--- config.mk ---
export PLATFORM = sky130hd
export DESIGN_NAME = usb_rx_dpll
export DESIGN_NICKNAME = d
export VERILOG_FILES = /design/src/rtl/usb_rx_dpll_pkg.sv /design/src/rtl/usb_rx_dpll_sync.sv /design/src/rtl/usb_rx_dpll.sv
export SDC_FILE = /design/constraint.sdc
export NUM_CORES = 1
export LEC_CHECK = 0
export BUFFER_PORTS_ARGS = -buffer_cell sky130_fd_sc_hd__buf_2
export CAP_MARGIN = 20
export CORE_UTILIZATION = 40
export CTS_CLUSTER_SIZE = 28
export DETAILED_ROUTE_END_ITERATION = 8
export PLACE_DENSITY = 0.63
export SKIP_CTS_REPAIR_TIMING = 1
export SYNTH_ARGS = -nofsm -noshare
export SYNTH_HDL_FRONTEND = slang
export SYNTH_SLANG_ARGS = --single-unit
--- constraint.sdc ---
create_clock -name clk_i -period 2.2 [get_ports clk_i]
set_input_delay 0.33 -clock clk_i [delete_from_list [all_inputs] [get_ports clk_i]]
set_output_delay 0.33 -clock clk_i [all_outputs]
set_load 0.05 [all_outputs]
--- src/rtl/usb_rx_dpll_pkg.sv ---
// Shared types for the USB receive clock-recovery block.
// Line states use the full-speed pad encoding {dp, dm}. The speed-dependent
// J/K swap happens only in pads_to_line_state().
package usb_rx_dpll_pkg;

    // 1 selects full speed (J = D+ high), 0 selects low speed (J = D- high)
    localparam bit USB_FULL_SPEED = 1'b1;

    // clk_usb runs at four times the bit rate, so one bit spans four phases
    localparam int DPLL_PHASES = 4;

    typedef enum logic [1:0] {
        SE0 = 2'b00,
        K   = 2'b01,
        J   = 2'b10,
        SE1 = 2'b11
    } line_state_t;

    // Map the synchronized pad pair to a line state, applying the speed mapping
    function automatic line_state_t pads_to_line_state(input logic dp, input logic dm);
        line_state_t ls;
        case ({dp, dm})
            2'b00:   ls = SE0;
            2'b11:   ls = SE1;
            2'b10:   ls = USB_FULL_SPEED ? J : K;
            default: ls = USB_FULL_SPEED ? K : J;
        endcase
        return ls;
    endfunction

endpackage

--- src/rtl/usb_rx_dpll_sync.sv ---
// Multi-flop synchronizer for the asynchronous USB pads.
// Each bit is synchronized independently; all flops clear to 0 on reset.
module usb_sync #(
    parameter int STAGES = 2,
    parameter int WIDTH  = 1
) (
    input  logic             clk_i,
    input  logic             rst_ni,
    input  logic [WIDTH-1:0] d_i,
    output logic [WIDTH-1:0] q_o
);

    logic [WIDTH-1:0] stage_q [STAGES];

    // Shift each pad sample through the synchronizer chain
    always_ff @(posedge clk_i or negedge rst_ni) begin
        if (!rst_ni) begin
            for (int i = 0; i < STAGES; i++) begin
                stage_q[i] <= '0;
            end
        end else begin
            stage_q[0] <= d_i;
            for (int i = 1; i < STAGES; i++) begin
                stage_q[i] <= stage_q[i-1];
            end
        end
    end

    assign q_o = stage_q[STAGES-1];

endmodule

--- src/rtl/usb_rx_dpll.sv ---
// USB receive DPLL: synchronizes D+/D-, decodes the line state, and keeps
// a 4-phase counter aligned to bit edges so one strobe lands mid-bit.
// Optional macro USB_RX_DPLL_GLITCH_FILTER_EN: a new line state is only
// accepted after two equal consecutive samples, which adds one cycle of latency.
module usb_rx_dpll
    import usb_rx_dpll_pkg::*;
#(
    parameter int SYNC_STAGES = 2,
    parameter int LOCK_BITS   = 8
) (
    input  logic       clk_i,
    input  logic       rst_ni,
    input  logic       dp_i,
    input  logic       dm_i,
    output logic [1:0] line_state_o,
    output logic       se0_o,
    output logic       rx_d_o,
    output logic       bit_strobe_o,
    output logic       phase_err_o,
    output logic       locked_o
);

    localparam logic [1:0] CNT_RELOAD  = 2'd1;
    localparam logic [1:0] CNT_MID     = 2'd2;
    localparam logic [1:0] CNT_LAST    = 2'(DPLL_PHASES - 1);
    localparam logic [7:0] LOCK_THRESH = 8'(LOCK_BITS);
    localparam logic [7:0] LOCK_MAX    = 8'hFF;

    logic [1:0]  padsSync;
    line_state_t rawState;
    line_state_t curState;
    logic        edgeDet;
    logic        errDet;

    line_state_t prevState_q, prevState_d;
    logic        active_q, active_d;
    logic [1:0]  cnt_q, cnt_d;
    line_state_t lineState_q, lineState_d;
    logic        se0_q, se0_d;
    logic        rxD_q, rxD_d;
    logic        strobe_q, strobe_d;
    logic        phaseErr_q, phaseErr_d;
    logic        errSeen_q, errSeen_d;
    logic [7:0]  lockCnt_q, lockCnt_d;
    logic        locked_q, locked_d;

    usb_sync #(
        .STAGES (SYNC_STAGES),
        .WIDTH  (2)
    ) u_sync (
        .clk_i  (clk_i),
        .rst_ni (rst_ni),
        .d_i    ({dp_i, dm_i}),
        .q_o    (padsSync)
    );

    assign rawState = pads_to_line_state(padsSync[1], padsSync[0]);

`ifdef USB_RX_DPLL_GLITCH_FILTER_EN
    line_state_t lastRaw_q;

    // Remember the previous raw sample so a new state must repeat before it counts
    always_ff @(posedge clk_i or negedge rst_ni) begin
        if (!rst_ni) begin
            lastRaw_q <= SE0;
        end else begin
            lastRaw_q <= rawState;
        end
    end

    assign curState = (rawState == lastRaw_q) ? rawState : prevState_q;
`else
    assign curState = rawState;
`endif

    // Edge detection, phase counter, strobe and captured data
    always_comb begin
        edgeDet     = (curState != prevState_q);
        errDet      = edgeDet && ((active_q && (cnt_q == CNT_MID)) || (curState == SE1));
        prevState_d = curState;
        active_d    = active_q | edgeDet;

        // The counter idles after reset until the first edge gives it a phase
        if (edgeDet) begin
            cnt_d = CNT_RELOAD;
        end else if (!active_q) begin
            cnt_d = cnt_q;
        end else if (cnt_q == CNT_LAST) begin
            cnt_d = '0;
        end else begin
            cnt_d = cnt_q + 2'd1;
        end

        strobe_d    = (cnt_d == CNT_MID);
        rxD_d       = strobe_d ? (curState == J) : rxD_q;
        lineState_d = curState;
        se0_d       = (curState == SE0);
        phaseErr_d  = errDet;
    end

    // Lock tracking: count clean strobes, restart on any phase error
    always_comb begin
        lockCnt_d = lockCnt_q;
        errSeen_d = errSeen_q;
        if (phaseErr_q) begin
            lockCnt_d = '0;
            errSeen_d = 1'b1;
        end else if (strobe_q) begin
            errSeen_d = 1'b0;
            if (!errSeen_q && (lockCnt_q != LOCK_MAX)) begin
                lockCnt_d = lockCnt_q + 8'd1;
            end
        end
        locked_d = (lockCnt_d >= LOCK_THRESH);
    end

    // State and output registers
    always_ff @(posedge clk_i or negedge rst_ni) begin
        if (!rst_ni) begin
            prevState_q <= SE0;
            active_q    <= 1'b0;
            cnt_q       <= '0;
            lineState_q <= SE0;
            se0_q       <= 1'b0;
            rxD_q       <= 1'b0;
            strobe_q    <= 1'b0;
            phaseErr_q  <= 1'b0;
            errSeen_q   <= 1'b0;
            lockCnt_q   <= '0;
            locked_q    <= 1'b0;
        end else begin
            prevState_q <= prevState_d;
            active_q    <= active_d;
            cnt_q       <= cnt_d;
            lineState_q <= lineState_d;
            se0_q       <= se0_d;
            rxD_q       <= rxD_d;
            strobe_q    <= strobe_d;
            phaseErr_q  <= phaseErr_d;
            errSeen_q   <= errSeen_d;
            lockCnt_q   <= lockCnt_d;
            locked_q    <= locked_d;
        end
    end

    assign line_state_o = lineState_q;
    assign se0_o        = se0_q;
    assign rx_d_o       = rxD_q;
    assign bit_strobe_o = strobe_q;
    assign phase_err_o  = phaseErr_q;
    assign locked_o     = locked_q;

endmodule

Word level (Yosys, flattened, before mapping)
Cells that the tools add are included.

$add $sub $neg: 2. $lt $le $gt $ge: 1. Eq/ne operators: 9. Multiplexer cells: 9. Bitwise gates (word level): 1. Reductions and logical operators: 8.

Operators by type and width (number): $mux 8 (3); $eq 2x2->1 const B (7); $add 8x1->8 const B (1); $ge 8x4->1 const B (1); $ne 8x8->1 const B (1); $mux 2 (3); $pmux 2 s3 (1); $logic_not 2->1 (2); $logic_and 1x1->1 (3); $add 2x1->2 const B (1); $mux 1 (2); $ne 2x2->1 (1); $reduce_bool 2->1 (1); $logic_not 1->1 (1); $logic_or 1x1->1 (1); $or 1x1->1 (1).

Flip-flop bits (word level): 23. Input port bits: 4. Output and inout port bits: 7. Word-level logic and storage cells: 42.

Depth between registers and ports, before layout
Gate-level depths: netlist (run 1).

Depth after elaboration: 6. Depth in mapped cells: 7. Depth with buffers taken out: 7.

Modules after synthesis
Synthesis (run 1) repeated with hierarchy kept, for this count alone.

Cell total of the unflattened synthesis: 91. Area, all modules: 1047.3 sq um.

Modules (own cells, without submodules): usb_rx_dpll (times used 1, cells an instance 85, area each 932.1 sq um, sequential area each 475.5 sq um); usb_sync (times used 1, cells an instance 6, area each 115.1 sq um, sequential area each 100.1 sq um).

Worst setup path before layout (run 1)
OpenSTA, ideal clock, no wires.

Path kind: flip-flop to flip-flop. Start point: reg strobe_q (netlist: bit_strobe_o). End point: reg locked_q (netlist: locked_o). Library setup time: 139 ps. Data arrival time: 1821 ps. Data required time: 2061 ps. Path slack: 240 ps. Stages on the path, launching flop included: 6. Buffers on the path: 0. Period minus slack after synthesis: 1960 ps. Path through: dfrtp_1 nand3b_1 a211oi_1 xnor2_1 nor2_1 or4b_1.

Word-level cells in the longest chain between the ends: 3.

RTL lines: start: declaration (line usb_rx_dpll.sv:41) `logic strobe_q, strobe_d;`; start signal: assignment (line usb_rx_dpll.sv:138) `strobe_q <= strobe_d;`; $mux 8 (line usb_rx_dpll.sv:108) `end else if (strobe_q) begin`; $mux 8 (line usb_rx_dpll.sv:105) `if (phaseErr_q) begin`; via lockCnt_d[4] (line usb_rx_dpll.sv:44) `logic [7:0] lockCnt_q, lockCnt_d;`; $ge 8x4->1 (line usb_rx_dpll.sv:114) `locked_d = (lockCnt_d >= LOCK_THRESH);`; via locked_d (line usb_rx_dpll.sv:45) `logic locked_q, locked_d;`; end signal: assignment (line usb_rx_dpll.sv:142) `locked_q <= locked_d;`; end: declaration (line usb_rx_dpll.sv:45).

The timed path passes the listed nets, and every way through them passes these cells. A chain may end at the register's enable or synchronous reset.

Worst setup path in the final report (run 1)
Start point: reg lockCnt_q[0]. End point: reg locked_q (netlist: locked_o).

Word-level cells in the longest chain between the ends: 6. Elaborated cells between the ends (all ways): 7. Those cells by class: add/sub (1); order compare (1); eq/ne (1); mux (3); reduce/logical (1).

RTL lines: start: declaration (line usb_rx_dpll.sv:44); start signal: assignment (line usb_rx_dpll.sv:141) `lockCnt_q <= lockCnt_d;`; branches (longest 2 deep; another with $add 8x1->8); $mux 8 (*) (line usb_rx_dpll.sv:110) `if (!errSeen_q && (lockCnt_q != LOCK_MAX)) begin`; $mux 8 (*) (line usb_rx_dpll.sv:108); $mux 8 (*) (line usb_rx_dpll.sv:105); via lockCnt_d[4] (line usb_rx_dpll.sv:44); $ge 8x4->1 (*) (line usb_rx_dpll.sv:114); via locked_d (line usb_rx_dpll.sv:45).

Mark *: on every way through the listed nets, which the timed path passes.

==> flow_summary.toml, run 1 <==
[clocking]
cts_buffer_depth = 2
cts_num_sinks = 23
cts_buffers = 3
worstSkewPairLatency_ps = 310
htreeDepth = 1
cts.clk_slew.worst_paths_ps = 130
cts_tree = "built"
cts-root-buf = "clkbuf_4"

[global_route]
grt_most_used_layer = "met2"
grt_pass1_vias = 612
grtUsageMet2_pct = 22.4
grt_use_met1_pct = 18.3
use_met3_pct = 5.26
grt.overflow.total = 0
grt_util_all_layers_pct = 14.3
grt_pass1_wl_um = 2760
antenna_found_initial = 0
grt_max_degree = 24

[placement]
pre_cts_slack_ps = 142
dpl_cell_area_um2 = 1070
port_buffers = 10
hpwl_um = 1150
place.gp.congestion = 0.808
dp_cells = 123

[timing]
worst_slew_pin_slew_ps = 496
min_period_over_period_pct = 93.6
finalClockSkew_ps = 2.50
slew_headroom_pct = 66.9
fmax_mhz = 486
setup_violations = 0
slew_viol_final = 0
hold_violations = 0
rsz0062_at_grt = "false"
fin_crit_ps = 2060
fin_tns_setup_ps = 0
setup_ws_ps = 141

[cells_and_area]
fin_nets = 108
fin_cells = 128
multi_input_area_um2 = 392
regArea_um2 = 576
drive_gt1_share_pct = 19.0
fill_cells = 210
area_delta_synth_final_pct = 11.2
antenna_cells = 0
final_area_um2 = 1110

[synth]
ys_ff_latch = 23
yosys_warnings = 0
synth_fa_ha_area_share_pct = 3.75
ys_seq_area_share_pct = 57.4
post_synth_xor_area_fraction_pct = 5.24
synth-simple-area-share_pct = 20.5
synth_compound_area_share_pct = 8.61
ys_types = 34
syn-num-nets = 95
synthMuxAreaShare_pct = 0.999
netlist_area_um2 = 1000
avgSynthCellArea_um2 = 11.4
syn_inst = 88
synth_top_family_by_area = "simple AND/OR/NAND/NOR gates"

[route]
avgViaCountPerCell = 5.09
drc = 0
drt-initial-drc-count = 2
firstDrtPassIters = 4
totalWireLength_um = 1610
vias = 652
wl_per_cell_um = 12.6
ant_nets = 0

[pwr]
ir_worst_vdd_uv = 544
pwr_density_cell_nw_per_um2 = 758
leakagePower_nw = 0.518

[worst_hold_path]
worstHoldPathType = "in -> reg"

[flow_run]
timing.max_cap.violations = 0

[floorplan]
fp.dieH_um = 52.1
core-area_um2 = 2280
fp-row-count = 17
die_area_um2 = 2710
io_pins = 11
dieWidth_um = 52.1
initial_utilization_pct = 44.0

[setup_path]
crit_required_ps = 2390
path_class = "reg -> reg"
startpoint_type = "register"
crit_arrival_ps = 2250
path_max_fanout = 4
endpoint_kind = "register"

[run_status]
status = "finished clean"
## path summary, 6_finish.rpt
check	start	endpoint	slack, ps	depth (start not counted)
min reg2reg	u_sync.stage_q[2]	u_sync.q_o[0]	360	0
max in group asynchronous	rst_ni	se0_o	1360	2
min in group asynchronous	rst_ni	lockCnt_q[2]	500	2
max reg2reg	lockCnt_q[0]	locked_o	140	6
max	lockCnt_q[0]	locked_o	140	6
min	dp_i	u_sync.stage_q[3]	120	1
## final cells by class
class	count	share of cell area, %
Tap cell	28	3.14
Inverter	6	2.02
Timing Repair Buffer	11	5.39
Sequential cell	23	51.6
Multi-Input combinational cell	56	35.1
Clock buffer	3	2.02
Clock inverter	1	0.673
## through the flow
step | hold WS (ps) | util (%) | power, mW
after floorplan | 34.4 | - | 0.614
after global placement | 329 | 47.2 | 0.652
after detailed placement | 333 | 47.2 | 0.656
after CTS | -24.9 | 48.5 | 0.860
after global routing | 88.9 | 49.0 | 0.893
final | 116 | 49.0 | 0.845
## placed cells by master (no fill, tap or decap), types with 2 or more instances in the layout
master / synthesis / routed
nand2b_1: 2 / 2
xnor2_1: 3 / 3
nor2_1: 12 / 12
nand2_1: 3 / 3
xor2_1: 3 / 3
buf_2: 1 / 10
ha_1: 3 / 3
a211oi_1: 4 / 4
dfrtp_1: 23 / 23
nand3b_1: 3 / 3
inv_1: 6 / 6
o21a_1: 2 / 2
clkbuf_4: 0 / 3
## metal layers
layer	share of wire [%]	routed length, um
met3	3.5	57
met1	49	796
met4	0.81	13
met5	0	0
met2	46	741
## state kept, by name, summed over array words and instances, names as in the netlist
register        flops
lockCnt_q           8
cnt_q               2
line_state_o        2
u_sync.q_o          2
u_sync.stage_q      2
active_q            1
bit_strobe_o        1
errSeen_q           1
locked_o            1
phase_err_o         1
rx_d_o              1
se0_o               1
## kinds of logic after synthesis
kind of cell | Yosys count
AOI/OAI and AO/OA | 12
xor gates and xnor gates | 6
adders and majority gates | 3
buffers and inverters | 9
DFF | 23
muxes | 1
and+or+nand+nor | 34
## Yosys cell counts
master	number	area (um2)
dfrtp_1	23	576
nor2_1	12	45.0
inv_1	6	22.5
a211oi_1	4	30.0
ha_1	3	37.5
nand2_1	3	11.3
nand3b_1	3	22.5
xnor2_1	3	26.3
xor2_1	3	26.3
clkbuf_1	2	7.51
nand2b_1	2	12.5
o21a_1	2	15.0
a21o_1	1	7.51
a21oi_1	1	5.00
a22oi_1	1	7.51
a311oi_1	1	8.76
and3_2	1	7.51
and4_4	1	11.3
buf_2	1	5.00
mux2i_1	1	10.0
nand3_1	1	5.00
nand4_1	1	6.26
nand4b_1	1	8.76
nand4b_2	1	15.0
nor2b_1	1	6.26
nor3_1	1	5.00
nor3b_1	1	7.51
nor4_1	1	6.26
nor4_2	1	12.5
o211ai_1	1	7.51
o21ai_0	1	5.00
or2_2	1	6.26
or3_1	1	6.26
or4b_1	1	10.0
## power by group
group	total [mW]	switching, mW	internal, mW
Combinational	0.147	0.0942	0.0527
Sequential	0.501	0.0401	0.461
Clock	0.197	0.128	0.0693
Total	0.845	0.262	0.583
## critical path, cell delays in order, from the launching register on
cell and delay (ps):
dfrtp_1 430, ha_1 250, and3_2 250, a211oi_1 260
xnor2_1 160, nor2_1 80, or4b_1 520
(Power assumes the default switching activity.)
==> run 2: changes to the inputs <==
--- a/config.mk
+++ b/config.mk
@@ -7,10 +7,12 @@
 export LEC_CHECK = 0
 export BUFFER_PORTS_ARGS = -buffer_cell sky130_fd_sc_hd__buf_2
 export CAP_MARGIN = 20
-export CORE_UTILIZATION = 40
+export CORE_MARGIN = 1
+export CORE_UTILIZATION = 55
 export CTS_CLUSTER_SIZE = 28
 export DETAILED_ROUTE_END_ITERATION = 8
-export PLACE_DENSITY = 0.63
+export MAX_ROUTING_LAYER = met4
+export PLACE_DENSITY = 0.81
 export SKIP_CTS_REPAIR_TIMING = 1
 export SYNTH_ARGS = -nofsm -noshare
 export SYNTH_HDL_FRONTEND = slang
==> run 2 against run 1 <==
  * Maximum frequency is 0.41% higher
  * Design area is 0.22% lower
  * Clock skew rose by 0.96 ps
  * Sequential cell count did not move
  * Sequential share of layout area increased by 0.12 points
  * Critical path depth unchanged
  * Sequential power is essentially flat
  * Setup slack improved by 8.5 ps
  * Routed wire length increased by 10%
  * Critical endpoint unchanged
  * Largest power group unchanged
==> flow_summary.toml, run 2 (synthesized netlist as in run 1, its figures left out) <==
[run_status]
status = "finished clean"

[global_route]
antenna_found_initial = 0
grt.overflow.total = 0
grt_max_degree = 24
grt_pass1_wl_um = 2810
grt_pass1_vias = 637
grt_util_all_layers_pct = 21.2

[floorplan]
core-area_um2 = 1710
fp-row-count = 15
fp.dieH_um = 44.7
dieWidth_um = 44.7
io_pins = 11
die_area_um2 = 2000
initial_utilization_pct = 58.7

[timing]
slew_viol_final = 0
worst_slew_pin_slew_ps = 490
setup_violations = 0
finalClockSkew_ps = 3.46
fin_tns_setup_ps = 0
hold_violations = 0
fin_crit_ps = 2050
rsz0062_at_grt = "false"
slew_headroom_pct = 67.3
fmax_mhz = 488
min_period_over_period_pct = 93.2
setup_ws_ps = 149

[route]
drt-initial-drc-count = 6
avgViaCountPerCell = 5.42
totalWireLength_um = 1770
ant_nets = 0
wl_per_cell_um = 14.2
vias = 678
firstDrtPassIters = 3
drc = 0

[setup_path]
reg2reg_from = "lockCnt_q[0]"
path_class = "reg -> reg"
slowest_stage = "or4b_1"
crit_required_ps = 2390
startpoint = "lockCnt_q[0]"
path_max_fanout = 4
endpoint_kind = "register"
path_cells = "ha_1, and3_2, a211oi_1, xnor2_1, nor2_1, or4b_1"
startpoint_type = "register"
cpPeakStageDelay_ps = 500
crit_arrival_ps = 2240

[clocking]
cts_num_sinks = 23
cts-root-buf = "clkbuf_4"
cts_buffers = 3
cts.clk_slew.worst_paths_ps = 120
htreeDepth = 1
cts_tree = "built"
cts_buffer_depth = 2
worstSkewPairLatency_ps = 300

[cells_and_area]
largest_reg_flops = 8
regArea_um2 = 576
drive_gt1_share_pct = 19.0
antenna_cells = 0
fill_cells = 128
final_cell_mix = "dfrtp_1 (23), nor2_1 (12), buf_2 (10), inv_1 (6)"
area_delta_synth_final_pct = 11.0
multi_input_area_um2 = 397
fin_nets = 108
layout_commonest_cell = "dfrtp_1"
largest-register = "lockCnt_q"

[pwr]
pwr_density_cell_nw_per_um2 = 754
ir_worst_vdd_uv = 520
leakagePower_nw = 0.519

[flow_run]
timing.max_cap.violations = 0

[placement]
port_buffers = 10
pre_cts_slack_ps = 114
hpwl_um = 1290
place.gp.congestion = 0.871

[worst_hold_path]
min_from = "dp_i"
worstHoldPathType = "in -> reg"
-- run 2: cell count changes in the layout (fill, tap and decap cells not counted) --
cell	delta
a211oi_1	-1
a211oi_2	+1
clkbuf_1	+1
clkinvlp_4	-1
-- run 2: final timing paths --
check                                    endpoint  slack (ps)  cells after the start
worst min register to register      u_sync.q_o[1]         370                      0
worst max-delay path                     locked_o         150                      6
worst min-delay path            u_sync.stage_q[3]         120                      1
min in group asynchronous            lockCnt_q[2]         500                      2
worst max register to register           locked_o         150                      6
max in group asynchronous                cnt_q[0]        1360                      2
-- run 2: per-stage QoR --
| stage | hold WS [ps] | instance area (um2) | utilization (%) | std cells | power [mW] |
|---|---|---|---|---|---|
| after floorplan | 34.4 | 1000 | - | 88 | 0.614 |
| after global placement | 317 | 1070 | 62.7 | 120 | 0.650 |
| after detailed placement | 320 | 1070 | 62.7 | 120 | 0.658 |
| after CTS | -23.9 | 1100 | 64.2 | 124 | 0.846 |
| after global routing | 106 | 1110 | 65.1 | 125 | 0.882 |
| final | 119 | 1110 | 65.1 | 125 | 0.838 |
-- run 2: worst max-delay path: cells and delay by family (launching register included) --
kind | cells | cell delay, ps
and+or+nand+nor | 3 | 830
xor gates and xnor gates | 1 | 150
adders and majority gates | 1 | 260
AOI/OAI and AO/OA | 1 | 260
DFF | 1 | 430
-- run 2: layer usage --
metal	track usage (%)	share of wire, %
met5	-	0
met4	10.9	2.0
met2	35.9	53
met3	3.67	2.3
met1	23.8	43
-- run 2: report_power, final --
group / switching (mW) / internal [mW] / total (mW)
logic: 0.0945 / 0.0526 / 0.147
registers: 0.0419 / 0.461 / 0.503
clock network: 0.117 / 0.0707 / 0.188
-- run 2: final cells by class --
class                   count  share of cell area, %
clock buffers               4                   2.36
inverters                   6                   2.02
multi-input cells          56                   35.7
flip-flops and latches     23                   51.7
well taps                  25                   2.81
repair buffers             11                   5.40
==> run 3: changes to the inputs <==
--- a/config.mk
+++ b/config.mk
@@ -13,6 +13,7 @@
 export DETAILED_ROUTE_END_ITERATION = 8
 export MAX_ROUTING_LAYER = met4
 export PLACE_DENSITY = 0.81
+export RECOVER_POWER = 100
 export SKIP_CTS_REPAIR_TIMING = 1
 export SYNTH_ARGS = -nofsm -noshare
 export SYNTH_HDL_FRONTEND = slang
==> run 3 against run 2 <==
  * Sequential cell count stayed put
  * Maximum frequency is 0.58% lower
  * Combinational power is 3% lower
  * Final cell count stayed put
  * Design area is 2.0% lower
  * Critical path depth stayed put
  * Hold slack better by 2.2 ps
  * Setup slack worse by 12 ps
  * Power is 0.98% lower
  * Utilization is 1.3 points lower
==> flow_summary.toml, run 3 (synthesized netlist as in run 1, its figures left out) <==
[timing]
fin_crit_ps = 2060
hold_violations = 0
fmax_mhz = 485
min_period_over_period_pct = 93.8
fin_tns_setup_ps = 0
worst_slew_pin_slew_ps = 1180
setup_violations = 0
slew_viol_final = 0
finalClockSkew_ps = 1.06
slew_headroom_pct = 21.5
rsz0062_at_grt = "false"

[cells_and_area]
drive_gt1_share_pct = 8.00
largest_reg_flops = 8
largest-register = "lockCnt_q"
antenna_cells = 0
area_delta_synth_final_pct = 8.74
final_cell_mix = "dfrtp_1 (23), nor2_1 (12), clkbuf_1 (9), inv_1 (6), a211oi_1 (4)"
fin_nets = 108
layout_commonest_cell = "dfrtp_1"

[floorplan]
io_pins = 11
initial_utilization_pct = 58.7
fp-row-count = 15
core-area_um2 = 1710
dieWidth_um = 44.7
die_area_um2 = 2000
fp.dieH_um = 44.7

[clocking]
cts_tree = "built"
htreeDepth = 1
cts_buffer_depth = 2
cts-root-buf = "clkbuf_4"
cts_buffers = 3
cts_num_sinks = 23
worstSkewPairLatency_ps = 300
cts.clk_slew.worst_paths_ps = 110

[flow_run]
timing.max_cap.violations = 0

[route]
avgViaCountPerCell = 5.43
firstDrtPassIters = 3
totalWireLength_um = 1760
vias = 679
drc = 0
drt-initial-drc-count = 4
ant_nets = 0
wl_per_cell_um = 14.1

[global_route]
grt_util_all_layers_pct = 21.2
grt.overflow.total = 0
grt_pass1_vias = 637
grt_max_degree = 24
grt_pass1_wl_um = 2810
antenna_found_initial = 0

[pwr]
p_switching_uw = 251
pwr-share-comb_pct = 17.1
leakagePower_nw = 0.477
switching_share_pct = 30.2
p_total_uw = 830
pwr_density_cell_nw_per_um2 = 762
seqPwrFrac_pct = 60.4
internal-power_uw = 580
ir_worst_vdd_uv = 516
clkPwrFrac_pct = 22.5

[placement]
place.gp.congestion = 0.871
port_buffers = 10
hpwl_um = 1290

[setup_path]
endpoint_kind = "register"
path_class = "reg -> reg"
startpoint_type = "register"
crit_arrival_ps = 2250
crit_required_ps = 2390
path_max_fanout = 4

[run_status]
status = "finished clean"

[worst_hold_path]
worstHoldPathType = "in -> reg"
run 3: cell type report:
class | count | area (um2)
fillers | 128 | 618
clock buffers | 4 | 26.3
inverters | 6 | 22.5
repair buffers | 11 | 50.0
multi-input cells | 56 | 384
well taps | 25 | 31.3
flip-flops and latches | 23 | 576
run 3: stage by stage:
step | cells | hold WS (ps) | util [%] | cell area (um2) | setup WS, ps
global route | 125 | 106 | 63.8 | 1090 | 38.8
floorplan | 88 | 34.4 | - | 1000 | 240
finish | 125 | 122 | 63.8 | 1090 | 137
detailed placement | 120 | 320 | 62.7 | 1070 | 114
CTS | 124 | -23.9 | 64.2 | 1100 | 92.7
global placement | 120 | 317 | 62.7 | 1070 | 215
run 3: critical path, stage by stage (launching register included):
cell	delay, ps
dfrtp_1	430
ha_1	260
and3_1	240
a211oi_1	270
xnor2_1	160
nor2_1	70
or4b_1	520
run 3: power by group through the flow:
stage               sequential (mW)  clock [mW]  combinational, mW
floorplan                     0.545           0             0.0688
global placement              0.508           0              0.142
detailed placement            0.512           0              0.146
CTS                           0.504       0.194              0.147
global route                  0.508       0.208              0.159
finish                        0.501       0.187              0.142
run 3: per-layer routing:
layer	track usage [%]	routed length, um	up-vias
met5	-	0	-
met4	10.9	36	0
met3	3.67	40	4
met2	35.9	934	11
met1	23.8	747	335
li1	-	-	329
run 3: worst paths after layout:
kind,startpoint,cells past startpoint,to,slack [ps]
max,lockCnt_q[0],6,locked_o,140
min,dp_i,1,u_sync.stage_q[3],120
max reg2reg,lockCnt_q[0],6,locked_o,140
min reg2reg,u_sync.stage_q[3],0,u_sync.q_o[1],370
max in group asynchronous,rst_ni,2,cnt_q[0],740
min in group asynchronous,rst_ni,2,lockCnt_q[2],770
